**src/rtl/count_sequencer.sv**
```systemverilog
// count_sequencer: synchronous sequencer for a WIDTH-bit event counter.
// The counter runs from 0 up to a terminal value latched at start. Each
// terminal-count event pulses tc for one cycle. In periodic mode the count
// reloads to 0 and a saturating period counter advances. In one-shot mode the
// count parks at the terminal value in DONE.
//
// Ports:
//   clock     system clock, rising edge
//   clear     asynchronous active-low reset
//   start     begin a sequence (honoured in IDLE or DONE only)
//   halt      abort back to IDLE (highest priority)
//   hold      freeze counting while high (RUN/HOLD)
//   periodic  1 = reload at terminal, 0 = one-shot; sampled at each event
//   terminal  terminal count, latched on an accepted start
//   q         current count
//   busy      high in RUN or HOLD
//   tc        one-cycle pulse per terminal-count event
//   done      high while in DONE
//   periods   completed periodic wraps, saturating
module count_sequencer #(
  parameter int WIDTH  = 4,
  parameter int PCNT_W = 8
) (
  input  logic              clock,
  input  logic              clear,
  input  logic              start,
  input  logic              halt,
  input  logic              hold,
  input  logic              periodic,
  input  logic [WIDTH-1:0]  terminal,
  output logic [WIDTH-1:0]  q,
  output logic              busy,
  output logic              tc,
  output logic              done,
  output logic [PCNT_W-1:0] periods
);

  typedef enum logic [1:0] {IDLE, RUN, HOLD, DONE} state_t;

  state_t           state;
  logic [WIDTH-1:0] term_r;
  logic             per_max;

  assign per_max = &periods;

  always_ff @(posedge clock or negedge clear) begin
    if (!clear) begin
      state   <= IDLE;
      q       <= '0;
      term_r  <= '0;
      periods <= '0;
      tc      <= 1'b0;
    end else begin
      // tc is a pulse: only the terminal branch below re-asserts it.
      tc <= 1'b0;
      case (state)
        IDLE, DONE: begin
          if (halt) begin
            state <= IDLE;
            q     <= '0;
          end else if (start) begin
            state   <= RUN;
            q       <= '0;
            term_r  <= terminal;
            periods <= '0;
          end
        end
        RUN: begin
          if (halt) begin
            state <= IDLE;
            q     <= '0;
          end else if (hold) begin
            state <= HOLD;
          end else if (q == term_r) begin
            tc <= 1'b1;
            if (periodic) begin
              // Reload explicitly so a terminal below all-ones still wraps to 0.
              q <= '0;
              if (!per_max) periods <= periods + 1'b1;
            end else begin
              state <= DONE;
            end
          end else begin
            q <= q + 1'b1;
          end
        end
        HOLD: begin
          if (halt) begin
            state <= IDLE;
            q     <= '0;
          end else if (!hold) begin
            state <= RUN;
          end
        end
        default: state <= IDLE;
      endcase
    end
  end

  // Status flags come straight from the state register.
  assign busy = (state == RUN) || (state == HOLD);
  assign done = (state == DONE);

endmodule
```
**config.mk**
```make
export PLATFORM = sky130hd
export DESIGN_NAME = count_sequencer
export DESIGN_NICKNAME = d
export VERILOG_FILES = /design/src/rtl/count_sequencer.sv
export SDC_FILE = /design/constraint.sdc
export NUM_CORES = 1
export LEC_CHECK = 0
export ABC_AREA = 1
export BUFFER_PORTS_ARGS = -buffer_cell sky130_fd_sc_hd__buf_2
export CAP_MARGIN = 20
export CORE_MARGIN = 10
export CORE_UTILIZATION = 54
export CTS_CLUSTER_DIAMETER = 200
export CTS_CLUSTER_SIZE = 14
export DETAILED_ROUTE_END_ITERATION = 10
export GPL_ROUTABILITY_DRIVEN = 0
export PLACE_DENSITY = 0.84
export REMOVE_ABC_BUFFERS = 1
export SLEW_MARGIN = 20
export SYNTH_ARGS = -nofsm -noshare
export SYNTH_HDL_FRONTEND = slang
export SYNTH_SLANG_ARGS = --single-unit
```
**constraint.sdc**
```tcl
create_clock -name clock -period 2.2 [get_ports clock]
set_clock_uncertainty 0.2 [all_clocks]
set_input_delay 0.33 -clock clock [delete_from_list [all_inputs] [get_ports clock]]
set_output_delay 0.33 -clock clock [all_outputs]
set_load 0.05 [all_outputs]
```
==> out/results.ini, run 1 <==
[synth]
synth_xor_area_share_pct=0.676
ys_ff_latch=19
synth-simple-area-share_pct=43.4
syn_area_um2=1290
avgSynthCellArea_um2=7.23
synth-compound-area-share_pct=6.67
synthAdderAreaFrac_pct=4.83
synth_top_family_by_area=simple AND/OR/NAND/NOR gates
yosysWarnings=0
synthMuxAreaShare_pct=0
yosysUniqueCellTypes=24
synthCells=179
synth_seq_area_share_pct=36.7

[setup_path]
worstPathArrival_ps=1490
worstPathCellList=inv_1, ha_1, inv_1, buf_2
max_stage_delay_ps=410
crit_buf_inv=3
r2r_end=periods[3]
cp_data_required_time_ps=1670
critPathMaxFanout=4
cpLargestDelayFamily=buffers and inverters
reg2reg_slack_ps=180
cp_common_cell=inv_1
endpoint_kind=primary output
reg2reg_depth=8
crit_type=register to primary output
worst_path_max_delay_cell=dfrtp_1
startpoint_type=register
r2r_start=state[0]

[route]
drc=0
viasPerCell=5.40
avgRoutedWirePerCell_um=13.0
drt_first_pass_iters=4
drt-total-wl_um=3060
ant_nets=0
vias=1268
drt_iter0_markers=66

[clock_tree]
cts_buffers=3
path_clk_slew_ps=110
cts_root_buf=clkbuf_4
clock_latency_ps=300
cts_sinks=19
clock_path_buffers=2
cts_tree=yes
htreeDepth=1

[pwr]
powerDensity_nw_per_um2=1090
leakagePower_nw=0.815
finalPower_w=0.00161
ir_drop_uv=1070

[sta]
grt_setup_unrepaired=no
layout_min_cycle_time_ps=2020
setup-violations-final=0
fin_ws_ps=178
hold_violations=0
tns_ps=0
worst_pin_slew_ps=429
slew_headroom_pct=71.4
slew_viol_final=0
min_period_over_period_pct=91.9
fmax_ghz=0.495

[global_route]
grt-ovfl-total=0
antenna_found_initial=0
grt_max_degree=20
grt_first_pass_wirelength_um=5400
first_global_vias=1231
grt_usage_pct=14.4

[hold_path]
hp-start=terminal[0]
worstHoldPathCells=3
hold_class=input pin to register
min_to=term_r[0]

[cells_and_area]
syn2layout_area_growth_pct=13.9
fin_nets=223
final_layout_size_suffix_gt1_share_pct=22.2
fillers=210
diodes=0
final_cell_area_um2=1480
instances_no_fill=235

[floorplanning]
die_height_um=69.0
rows=17
start_util_pct=57.4
io_pins=25
core_um2=2250
die_w_um=69.0
dieArea_um2=4760

[placement]
placed_cells=230
hpwlAfterDp_um=2400
port_buffers=24
dpl_cell_area_um2=1440
post-place-ws_ps=187

[job]
drv_cap=0

[status]
status=complete, no violations

==> report_power, final <==
part           internal (W)  switching, W
sequential         0.000426     0.0000818
clock             0.0000706      0.000109
combinational      0.000253      0.000671
total              0.000750      0.000862
==> sequential cells by signal, summed over array words and instances, names as in the netlist <==
register	flops
periods	8
q	4
state	2
tc	1
term_r	4
==> layout by cell type, fill, tap and decap left out, types with 4 or more instances in the layout <==
master / count
nor2_1: 19
nand4_1: 10
nand3_1: 12
buf_2: 24
nor2_4: 4
ha_1: 5
inv_1: 19
nand2_2: 4
a21oi_1: 11
nand2_1: 57
dfrtp_1: 19
==> worst min-delay path: stages <==
cell and delay [ps]:
buf_2 70, nor2_1 30, a21oi_1 90
==> cell type report <==
cell class | count | area [µm²] | share of cell area (%)
Tap cell | 28 | 35.0 | 2.37
Inverter | 23 | 88.8 | 6.02
Multi-Input combinational cell | 136 | 719 | 48.8
Timing Repair Buffer | 25 | 130 | 8.82
Sequential cell | 19 | 475 | 32.2
Clock buffer | 4 | 26.3 | 1.78
==> per-stage QoR <==
stage          util [%]  hold slack, ps
2_1_floorplan         -            -166
3_5_place_dp       63.8            93.1
3_3_place_gp       63.8            90.7
5_1_grt            65.4            83.3
4_1_cts            65.4            62.5
6_report           65.4            68.2
==> Yosys cell counts <==
cell      number  area (µm²)
a21oi_1       11        55.1
buf_6          1        11.3
dfrtp_1       19         475
ha_1           5        62.6
inv_1         19        71.3
inv_2          3        11.3
inv_4          1        6.26
nand2_1       57         214
nand2_2        4        25.0
nand2_4        2        22.5
nand3_1       12        60.1
nand3_2        1        10.0
nand3_4        1        17.5
nand4_1       10        62.6
nor2_1        19        71.3
nor2_4         4        45.0
nor3_1         1        5.00
nor3_4         1        16.3
o21ai_0        3        15.0
o21ai_1        1        5.00
o21bai_2       1        11.3
or2_1          1        6.26
or2_2          1        6.26
xnor2_1        1        8.76
==> cell families (layout without fill, tap and decap cells) <==
| group | after synthesis | count (layout) |
|---|---|---|
| AND/OR/NAND/NOR | 114 | 114 |
| XOR/XNOR | 1 | 1 |
| AO/OA/AOI/OAI | 16 | 16 |
| flip-flops | 19 | 19 |
| buffers and inverters | 24 | 52 |
| adder cells (fa/ha/maj) | 5 | 5 |
==> worst max-delay path by stage <==
stage | startpoint | endpoint | slack (ps) | cells after the start
floorplan | state[0] | periods[0] | 30 | 8
global placement | state[0] | periods[0] | 260 | 8
detailed placement | state[0] | periods[3] | 190 | 8
CTS | state[0] | periods[3] | 170 | 8
global route | state[1] | periods[0] | 3 | 8
finish | state[0] | busy | 180 | 4
==> what timing repair did <==
item / 4_1_cts / 5_1_grt
hold buffers: 1 / 0
buffers inserted: 0 / 0
gates resized for setup: 0 / 0
endpoints found under the hold margin: 19 / 0
==> per-layer routing <==
layer	track usage, %	wire [µm]	vias to the layer above
li1	-	-	628
met1	17.5	1290	578
met2	23.5	1460	54
met3	2.90	246	8
met4	7.64	52	0
met5	0	0	-
(Power assumes the default switching activity.)
==> run 2, diff against run 1 <==
- PLACE_DENSITY: 0.84 -> unset
- PLACE_DENSITY_LB_ADDON: unset -> 0.3
==> out/results.ini, run 2 (same netlist as run 1, synthesis figures left out) <==
[pwr]
switchingPower_w=0.000858  ; -0.38%
p_sw_share_pct=53.0  ; -0.43 points
ir_drop_uv=780  ; -27%
internal_power_w=0.000760  ; +1.4%
leakagePower_nw=0.820  ; +0.62%
power_frac_clock_pct=10.6  ; -0.6 points
pwr-share-seq_pct=31.5  ; about the same
powerDensity_nw_per_um2=1090  ; about the same
p_comb_share_pct=57.8  ; +0.5 points

[global_route]
grt_max_degree=20  ; unchanged
grt_usage_pct=13.8  ; -0.64 points
grt-ovfl-total=0  ; unchanged
antenna_found_initial=0  ; unchanged
first_global_vias=1199  ; -2.6%
grt_first_pass_wirelength_um=5230  ; -3.1%

[cells_and_area]
multi_input_area_um2=719  ; unchanged
seqCellArea_um2=475  ; unchanged
instances_no_fill=236  ; +0.43%
final_common_cell=nand2_1
final_layout_size_suffix_gt1_share_pct=22.6  ; +0.37 points
largest_reg_flops=8  ; unchanged
fillers=220  ; +4.8%
diodes=0  ; unchanged
final_cell_mix=57 x nand2_1, 24 x buf_2, 19 x inv_1, 19 x nor2_1, 19 x dfrtp_1
reg.largest.list=periods: 8 flops, q: 4 flops, term_r: 4 flops
fin_nets=224  ; +0.45%
final_cell_area_um2=1480  ; +0.51%
syn2layout_area_growth_pct=14.5
top_register=periods

[sta]
slew_headroom_pct=71.0  ; -0.35 points
worst_pin_slew_ps=435  ; +5.32 ps
fin_ws_ps=140  ; -37.9 ps
hold_violations=0  ; unchanged
worst_hold_slack_ps=87.3  ; +19.1 ps
slew_viol_final=0  ; unchanged
setup-violations-final=0  ; unchanged
tns_ps=0  ; unchanged
fmax_ghz=0.485  ; -1.8%
layout_min_cycle_time_ps=2060  ; +37.9 ps
grt_setup_unrepaired=no
min_period_over_period_pct=93.6  ; +1.7 points

[setup_path]
startpoint_type=register
endpoint_kind=register
cp_data_required_time_ps=2180  ; +510 ps
critPathMaxFanout=9  ; +5
worstPathArrival_ps=2040  ; +550 ps
crit_type=register to register

[placement]
placed_cells=231  ; +0.43%
port_buffers=24  ; unchanged
dpl_cell_area_um2=1450  ; +0.52%
post-place-ws_ps=171  ; -16.5 ps
hpwlAfterDp_um=2390  ; about the same

[floorplanning]
core_um2=2250  ; unchanged
die_height_um=69.0  ; unchanged
dieArea_um2=4760  ; unchanged
rows=17  ; unchanged
io_pins=25  ; unchanged
die_w_um=69.0  ; unchanged
start_util_pct=57.4  ; unchanged

[route]
drt-total-wl_um=3020  ; -1.1%
drt_iter0_markers=79  ; +20%
vias=1249  ; -1.5%
ant_nets=0  ; unchanged
drc=0  ; unchanged
drt_first_pass_iters=4  ; unchanged
avgRoutedWirePerCell_um=12.8  ; -1.5%
viasPerCell=5.29  ; -1.9%

[status]
status=complete, no violations

[hold_path]
hold_class=input pin to register

[clock_tree]
path_clk_slew_ps=100  ; about the same
cts_buffers=3  ; unchanged
clock_latency_ps=290  ; about the same
cts_root_buf=clkbuf_4
cts_sinks=19  ; unchanged
htreeDepth=1  ; unchanged
cts_tree=yes
cts-resized-gates=0  ; unchanged
clock_path_buffers=2  ; unchanged

[job]
drv_cap=0  ; unchanged

-- run 2: stage by stage --
step                total power [W]  util [%]
global route                0.00177      65.8
global placement            0.00141      64.2
CTS                         0.00163      65.8
detailed placement          0.00145      64.2
finish                      0.00162      65.8
floorplan                   0.00123         -
-- run 2: power groups by stage --
stage	logic (W)	registers [W]	clock network, W
6_report	0.000936	0.000510	0.000172
5_1_grt	0.00104	0.000527	0.000197
4_1_cts	0.000940	0.000511	0.000178
2_1_floorplan	0.000639	0.000595	0
3_3_place_gp	0.000899	0.000510	0
3_5_place_dp	0.000934	0.000519	0
-- run 2: worst max-delay path: stages (launching register included) --
cell and delay (ps):
dfrtp_1 420, inv_1 60, ha_1 330, inv_1 130
nor2_1 90, nor3_4 390, nand3_4 170, nand2_1 90
nand2_1 70
-- run 2: repair_timing --
item,in CTS,in global routing
hold buffers,1,0
endpoints found under the hold margin,19,0
buffers inserted,0,0
-- run 2: layer usage --
metal  up-vias  track usage (%)  part of all wire (%)
met1       575             17.9                    45
met5         -                0                     0
li1        635                -                     -
met4         0             3.94                  0.70
met2        35             22.5                    47
met3         4             2.90                   7.5
-- run 2: path summary, 6_finish.rpt --
kind                              from         end  slack (ps)  cells past startpoint
setup / recovery              state[0]  periods[0]         140                      8
hold / removal             terminal[0]   term_r[0]          90                      3
setup reg to reg              state[0]  periods[0]         140                      8
hold reg to reg              term_r[0]   term_r[0]         340                      2
max in group asynchronous        clear   term_r[3]        1190                      2
min in group asynchronous        clear    state[1]         310                      2
-- run 2: cell type report --
type	count	area share (%)
inverters	23	5.99
flip-flops and latches	19	32.1
well taps	28	2.36
multi-input cells	136	48.5
clock buffers	4	1.77
repair buffers	26	9.28
